## config.mk

```make
export PLATFORM = sky130hd
export DESIGN_NAME = car_datapath
export DESIGN_NICKNAME = d
export VERILOG_FILES = /design/src/rtl/car_datapath.sv
export SDC_FILE = /design/constraint.sdc
export NUM_CORES = 1
export LEC_CHECK = 0
export CAP_MARGIN = 20
export CORE_ASPECT_RATIO = 0.5
export CORE_UTILIZATION = 51
export CTS_BUF_LIST = sky130_fd_sc_hd__clkbuf_16
export CTS_CLUSTER_SIZE = 20
export DETAILED_ROUTE_END_ITERATION = 10
export DONT_BUFFER_PORTS = 1
export GPL_TIMING_DRIVEN = 0
export PLACE_DENSITY_LB_ADDON = 0.2
export SETUP_SLACK_MARGIN = 0.05
export SYNTH_ARGS = -nofsm -noshare
export SYNTH_HDL_FRONTEND = slang
export SYNTH_SLANG_ARGS = --single-unit
export TNS_END_PERCENT = 50
```

## constraint.sdc

```tcl
create_clock -name clock -period 5.9 [get_ports clock]
set_input_delay 0.59 -clock clock [delete_from_list [all_inputs] [get_ports clock]]
set_output_delay 0.59 -clock clock [all_outputs]
set_load 0.005 [all_outputs]
```

## src/rtl/car_datapath.sv

```systemverilog
// Car game drawing datapath: fills the background, draws the car or erases it
// one pixel per clock, and keeps track of the car position for move commands.
module car_datapath (
  input  logic       clock,
  input  logic       reset,
  input  logic       draw_bg,
  input  logic       draw_car,
  input  logic       erase,
  input  logic       move_straight,
  input  logic       move_left,
  input  logic       move_right,
  output logic [7:0] counterx,
  output logic [7:0] countery,
  output logic       fill_done,
  output logic [7:0] vga_x,
  output logic [6:0] vga_y,
  output logic [2:0] vga_colour,
  output logic       vga_plot
);

  localparam logic [7:0] SCREEN_W   = 8'd160;
  localparam logic [7:0] SCREEN_H   = 8'd120;
  localparam logic [7:0] CAR_W      = 8'd4;
  localparam logic [7:0] CAR_H      = 8'd4;
  localparam logic [7:0] START_X    = 8'd78;
  localparam logic [6:0] START_Y    = 7'd100;
  localparam logic [8:0] STEP       = 9'd2;
  localparam logic [2:0] BG_COLOUR  = 3'b010;
  localparam logic [2:0] CAR_COLOUR = 3'b100;
  localparam logic [8:0] MAX_X      = {1'b0, SCREEN_W - CAR_W};
  localparam logic [8:0] WRAP_Y     = {1'b0, SCREEN_H - CAR_H};

  typedef enum logic [1:0] {S_IDLE, S_FILL, S_DONE} state_t;
  typedef enum logic [1:0] {M_BG, M_ERASE, M_CAR} mode_t;

  state_t      r_state, w_next_state;
  mode_t       r_mode, w_new_mode;
  logic [7:0]  r_cx, r_cy;
  logic [7:0]  r_base_x, r_car_x;
  logic [6:0]  r_base_y, r_car_y;
  logic [7:0]  w_width, w_height;
  logic        w_any_req, w_req_held, w_last;
  logic [8:0]  w_x_dec, w_x_inc, w_y_dec;

  assign w_any_req  = draw_bg | draw_car | erase;
  assign w_new_mode = draw_bg ? M_BG : (erase ? M_ERASE : M_CAR);
  assign w_width    = (r_mode == M_BG) ? SCREEN_W : CAR_W;
  assign w_height   = (r_mode == M_BG) ? SCREEN_H : CAR_H;
  assign w_req_held = (r_mode == M_BG)    ? draw_bg :
                      (r_mode == M_ERASE) ? erase   : draw_car;
  assign w_last     = (r_cx == w_width - 8'd1) && (r_cy == w_height - 8'd1);

  // 9-bit position arithmetic so under/overflow is visible before clamping.
  assign w_x_dec = {1'b0, r_car_x} - STEP;
  assign w_x_inc = {1'b0, r_car_x} + STEP;
  assign w_y_dec = {2'b00, r_car_y} - STEP;

  always_ff @(posedge clock) begin
    // NOTE: non-blocking assignments so every register updates from pre-edge values.
    if (reset) r_state <= S_IDLE;
    else       r_state <= w_next_state;
  end

  always_comb begin
    // NOTE: every signal gets a default first so no latch is inferred.
    w_next_state = r_state;
    vga_plot     = 1'b0;
    vga_x        = 8'd0;
    vga_y        = 7'd0;
    vga_colour   = 3'b000;
    fill_done    = 1'b0;
    case (r_state)
      S_IDLE: if (w_any_req) w_next_state = S_FILL;
      S_FILL: begin
        vga_plot   = 1'b1;
        vga_x      = r_base_x + r_cx;
        vga_y      = r_base_y + r_cy[6:0];
        vga_colour = (r_mode == M_CAR) ? CAR_COLOUR : BG_COLOUR;
        if (!w_req_held) w_next_state = S_IDLE;
        else if (w_last) w_next_state = S_DONE;
      end
      S_DONE: begin
        fill_done = 1'b1;
        if (!w_req_held) w_next_state = S_IDLE;
      end
      default: w_next_state = S_IDLE;
    endcase
  end

  assign counterx = r_cx;
  assign countery = r_cy;

  always_ff @(posedge clock) begin
    if (reset) begin
      r_cx     <= 8'd0;
      r_cy     <= 8'd0;
      r_mode   <= M_BG;
      r_base_x <= 8'd0;
      r_base_y <= 7'd0;
    end else begin
      case (r_state)
        S_IDLE: begin
          r_cx <= 8'd0;
          r_cy <= 8'd0;
          if (w_any_req) begin
            r_mode   <= w_new_mode;
            r_base_x <= (w_new_mode == M_BG) ? 8'd0 : r_car_x;
            r_base_y <= (w_new_mode == M_BG) ? 7'd0 : r_car_y;
          end
        end
        S_FILL: begin
          if (!w_req_held) begin
            r_cx <= 8'd0;
            r_cy <= 8'd0;
          end else if (w_last) begin
            r_cx <= w_width;
          end else if (r_cx == w_width - 8'd1) begin
            r_cx <= 8'd0;
            r_cy <= r_cy + 8'd1;
          end else begin
            r_cx <= r_cx + 8'd1;
          end
        end
        S_DONE: begin
          if (!w_req_held) begin
            r_cx <= 8'd0;
            r_cy <= 8'd0;
          end
        end
        default: begin
          r_cx <= 8'd0;
          r_cy <= 8'd0;
        end
      endcase
    end
  end

  // Moves are ignored while a fill is in progress; straight > left > right.
  always_ff @(posedge clock) begin
    if (reset) begin
      r_car_x <= START_X;
      r_car_y <= START_Y;
    end else if (r_state != S_FILL) begin
      if (move_straight)
        r_car_y <= (w_y_dec > WRAP_Y) ? WRAP_Y[6:0] : w_y_dec[6:0];
      else if (move_left)
        r_car_x <= w_x_dec[8] ? 8'd0 : w_x_dec[7:0];
      else if (move_right)
        r_car_x <= (w_x_inc > MAX_X) ? MAX_X[7:0] : w_x_inc[7:0];
    end
  end

endmodule
```

=== After elaboration in Yosys (flattened, before gate mapping) ===
Index checks and enable logic that the tools add are counted.
W data, S select, Z words.

* Register bits: 50
* Logic and storage cells: 77
* Output and inout port bits: 36
* Input port bits: 8

* Reductions and logical operators: 10
* Order comparisons: 2
* Muxes and demuxes: 33
* Add/sub/neg operators: 9
* Bitwise gates (word level): 3
* Equal/unequal tests: 12

{| class="wikitable"
|+ Operator list
! cell !! number
|-
| $mux W8 || 14
|-
| $pmux W8 S2 || 2
|-
| $mux W7 || 4
|-
| $add A8 B1 Y8 const B || 2
|-
| $eq A8 B8 Y1 || 2
|-
| $mux W2 || 6
|-
| $add A8 B2 Y9 const B || 1
|-
| $gt A9 B7 Y1 const B || 1
|-
| $gt A9 B8 Y1 const B || 1
|-
| $ne A3 B3 Y1 const B || 3
|-
| $reduce_and A3 Y1 || 3
|-
| $sub A8 B2 Y9 const B || 1
|-
| $add A8 B8 Y8 || 1
|-
| $sub A7 B1 Y8 const B || 1
|-
| $sub A7 B2 Y8 const B || 1
|-
| $sub A8 B1 Y8 const B || 1
|-
| $add A7 B7 Y7 || 1
|-
| $logic_not A2 Y1 || 3
|-
| $mux W3 || 2
|-
| $pmux W2 S3 || 1
|-
| $eq A2 B1 Y1 const B || 2
|-
| $eq A2 B2 Y1 const B || 2
|-
| $mux W1 || 4
|-
| $ne A2 B2 Y1 const B || 2
|-
| 6 further kinds || 8
|}

=== Depth between registers and ports, before layout ===
* Depth after elaboration: 8
* Mapped depth: 8
* Mapped depth without buffers: 8

=== Worst setup path after synthesis ===
No wires, ideal clock.

* Path kind: reg-to-output
* Start: register r_cx[0], in the netlist counterx[0]
* End: output vga_x[6]
* Cell stages (with the launch flop): 9
* Arrival: 1.783 ns
* Buffers on the path: 0
* Required time: 5.310 ns
* Setup slack: 3.527 ns
* Cells stage by stage: dfxtp_1 > ha_1 > fa_1 > a21o_1 > a21oi_1 > o21bai_1 > a21oi_1 > xor2_1 > nor2_1

* Longest elaborated chain between the ends: 2

{| class="wikitable"
|+ RTL lines
! element !! line !! source
|-
| from (decl) || 38 || <nowiki>logic [7:0] r_cx, r_cy;</nowiki>
|-
| from (signal assigned) || 116 || <nowiki>r_cx <= w_width;</nowiki>
|-
| from (signal assigned) || 121 || <nowiki>r_cx <= r_cx + 8'd1;</nowiki>
|-
| $add A8 B8 Y8 || 76 || <nowiki>vga_x = r_base_x + r_cx;</nowiki>
|-
| $mux W8 || 72 || <nowiki>case (r_state)</nowiki>
|-
| to (decl) || 15 || <nowiki>output logic [7:0] vga_x,</nowiki>
|}

No other way between the ends.

=== Worst setup path in the final report ===
* Start: register r_cy[0], in the netlist countery[0]
* End: output vga_y[6]

* Longest elaborated chain between the ends: 2

{| class="wikitable"
|+ RTL lines
! element !! line !! source
|-
| from (decl) || 38 ||
|-
| from (signal assigned) || 119 || <nowiki>r_cy <= r_cy + 8'd1;</nowiki>
|-
| $add A7 B7 Y7 || 77 || <nowiki>vga_y = r_base_y + r_cy[6:0];</nowiki>
|-
| $mux W7 || 72 ||
|-
| to (decl) || 16 || <nowiki>output logic [6:0] vga_y,</nowiki>
|}

No other way between the ends.

==> flow_metrics.py <==
metrics = {
    "outcome": {
        "status": "finished clean",
    },
    "synthesis": {
        "syn-num-nets": 437,
        "synth_top_flop_cell": "dfxtp_1",
        "ys_ff_latch": 47,
        "ys_seq_area_frac": 0.295,
        "avgSynthCellArea_sq_um": 7.79,
        "synth-edff-count": 0,
        "netlist_area_sq_mm": 0.00318,
        "syn_inst": 409,
        "async_flop_share": 0,
        "yosys_warnings": 0,
        "synth_cell_types": 60,
    },
    "floorplanning": {
        "boundaryPins": 44,
        "dieHeight_um": 57.9,
        "dieArea_sq_mm": 0.00658,
        "start_util": 0.554,
        "die_width_um": 114,
        "core_sq_mm": 0.00575,
        "rows": 19,
    },
    "timing": {
        "hold_ws_ns": 0.478,
        "skew_ns": 0.00608,
        "slew_violations": 0,
        "setup_viol": 0,
        "tightest_slew_ns": 0.770,
        "fin_crit_sh": 0.486,
        "slew_headroom": 0.486,
        "min_period_ns": 2.87,
        "setup_tns_ns": 0,
        "finalHoldViolations": 0,
        "rsz0062_at_grt": "no",
        "fmax_mhz": 349,
    },
    "detailed_routing": {
        "ant_nets": 0,
        "drt-total-wl_um": 8380,
        "post_drt_wl_per_cell_um": 16.7,
        "viasPerCell": 6.18,
        "drc_errors": 0,
        "first_pass_iters": 5,
        "drt_iter0_drc": 259,
        "dr_total_vias": 3096,
    },
    "worst_setup_path": {
        "cp_max_fo": 8,
        "r2r-end": "countery[0]",
        "ff2ff_path_depth": 7,
        "arrival_ns": 2.28,
        "end_kind": "output port",
        "regToRegSetupSlack_ns": 3.56,
        "worstSetupStartpointType": "register",
        "path_class": "reg -> out",
        "critPathTopFamily": "adder cells",
        "cp_cell_sequence": "ha_1 > fa_1 > a21o_1 > a21oi_1 > o21bai_1 > a21oi_1 > xnor2_1 > nor2_1",
        "crit_slowest_cell": "dfxtp_1",
        "r2r-start": "countery[1]",
        "required_ns": 5.31,
        "cpPeakStageDelay_ns": 0.41,
        "critPathBufInv": 0,
        "crit_path_frequent_cell": "a21oi_1",
    },
    "placement": {
        "port_buffers": 0,
        "placedCellCount": 493,
        "dp_hpwl_um": 6290,
        "gp_routability_congestion": 0.945,
    },
    "cells_and_area": {
        "areaGrowthSynthToFinish_pct": 8.61,
        "post-route-util": 0.601,
        "drive_gt1_frac": 0.0528,
        "regArea_sq_um": 941,
        "fin_nets": 444,
        "diodes": 0,
        "num-fill-cells": 506,
        "final_cells": 501,
        "mostFrequentLayoutCell": "nor2_1",
        "mostFrequentLayoutCells": "nor2_1, dfxtp_1, a21oi_1",
        "multi_input_area_sq_mm": 0.00209,
    },
    "cts": {
        "cts_resized": 0,
        "numCtsBuffers": 5,
        "cts_root_buffer": "clkbuf_16",
        "path_clk_slew_ns": 0.06,
        "insertion_delay_ns": 0.29,
        "clock_path_buffers": 2,
        "cts_hold_buffers": 0,
        "cts_sinks": 47,
        "cts_max_level": 2,
        "post_cts_buffers": 0,
        "cts_tree": "yes",
    },
    "global_routing": {
        "overflow": 0,
        "grt_pass1_wl_um": 14100,
        "grt_max_degree": 16,
        "grt_pass1_vias": 2911,
        "grtUsageTotal": 0.272,
        "antenna_found_initial": 0,
    },
    "hold_path": {
        "holdPathEnd": "r_mode[0]",
        "holdPathStages": 2,
        "min_path_type": "in -> reg",
        "min_from": "erase",
    },
    "flow_run": {
        "maxCapViolCount": 0,
    },
    "pwr": {
        "powerDensity_mw_per_mm2": 235,
        "ir_drop_v": 0.000123,
        "p_leak_nw": 1.38,
    },
}
-- state kept, by name, summed over array words and instances (netlist names) --
name,flops
r_mode,2
r_car_x,7
counterx,8
countery,8
r_state,2
r_base_y,6
r_car_y,6
r_base_x,8
-- cell families after synthesis --
group / Yosys count / share of synthesized area
compound gates: 114 / 0.240
mux: 6 / 0.0189
xor+xnor: 21 / 0.0578
simple gates: 164 / 0.255
buf+inv: 36 / 0.0487
flops: 47 / 0.295
fa+ha+maj: 20 / 0.0833
other cells: 1 / 0.00118
-- area by class of cell --
cell class / count / share of cell area
clock inverters: 3 / 0.0127
multi-input cells: 326 / 0.604
plain buffers: 21 / 0.0286
well taps: 84 / 0.0304
flip-flops and latches: 47 / 0.272
inverters: 15 / 0.0163
clock buffers: 5 / 0.0362
-- worst max path at each step --
| stage | start | endpoint | slack [ns] | depth (start not counted) |
|---|---|---|---|---|
| after floorplan | counterx[0] | vga_x[6] | 3.53 | 8 |
| after global routing | countery[0] | vga_y[6] | 2.87 | 8 |
| after detailed placement | countery[0] | vga_y[6] | 3.36 | 8 |
| after CTS | countery[0] | vga_y[6] | 3.04 | 8 |
| after global placement | counterx[1] | vga_x[7] | 3.37 | 7 |
| final | countery[0] | vga_y[6] | 3.03 | 8 |
-- stage by stage --
stage / area, sq um / setup WS, ns / total power, W
floorplan: 3180 / 3.53 / 0.000457
global placement: 3290 / 3.37 / 0.000484
detailed placement: 3290 / 3.36 / 0.000490
CTS: 3460 / 3.04 / 0.000810
global route: 3460 / 2.87 / 0.000846
finish: 3460 / 3.03 / 0.000812
-- power by group --
group | internal (W) | total (W) | leakage, nW | switching [W]
Sequential | 0.000331 | 0.000347 | 0.382 | 0.0000166
Combinational | 0.0000502 | 0.000141 | 0.916 | 0.0000904
Clock | 0.000200 | 0.000324 | 0.0838 | 0.000124
-- worst register-to-register path, delay by kind of cell, from the launching register on --
family	cells	cell delay (ns)
adder cells (fa/ha/maj)	1	0.28
multiplexers	1	0.18
AND/OR/NAND/NOR	2	0.71
AO/OA/AOI/OAI	2	0.35
buffers and inverters	1	0.16
flip-flops	1	0.53
-- cells in the mapped netlist, drive strengths merged, types with 12 or more instances --
library cell | n | area [sq um]
a21oi | 31 | 155
a22oi | 17 | 128
clkbuf | 17 | 63.8
dfxtp | 47 | 941
ha | 18 | 225
inv | 14 | 52.6
nand2 | 28 | 105
nand3 | 13 | 65.1
nor2 | 56 | 213
nor3 | 13 | 70.1
o21ai | 23 | 119
xnor2 | 12 | 105
-- metal layers --
metal | wire [um] | GRT usage | vias up
met5 | 0 | 0 | -
met4 | 70 | 0.0526 | 0
met3 | 506 | 0.0513 | 11
met2 | 3870 | 0.453 | 104
met1 | 3940 | 0.373 | 1474
li1 | - | - | 1507
Note: power is estimated with default switching activity, not from simulation.
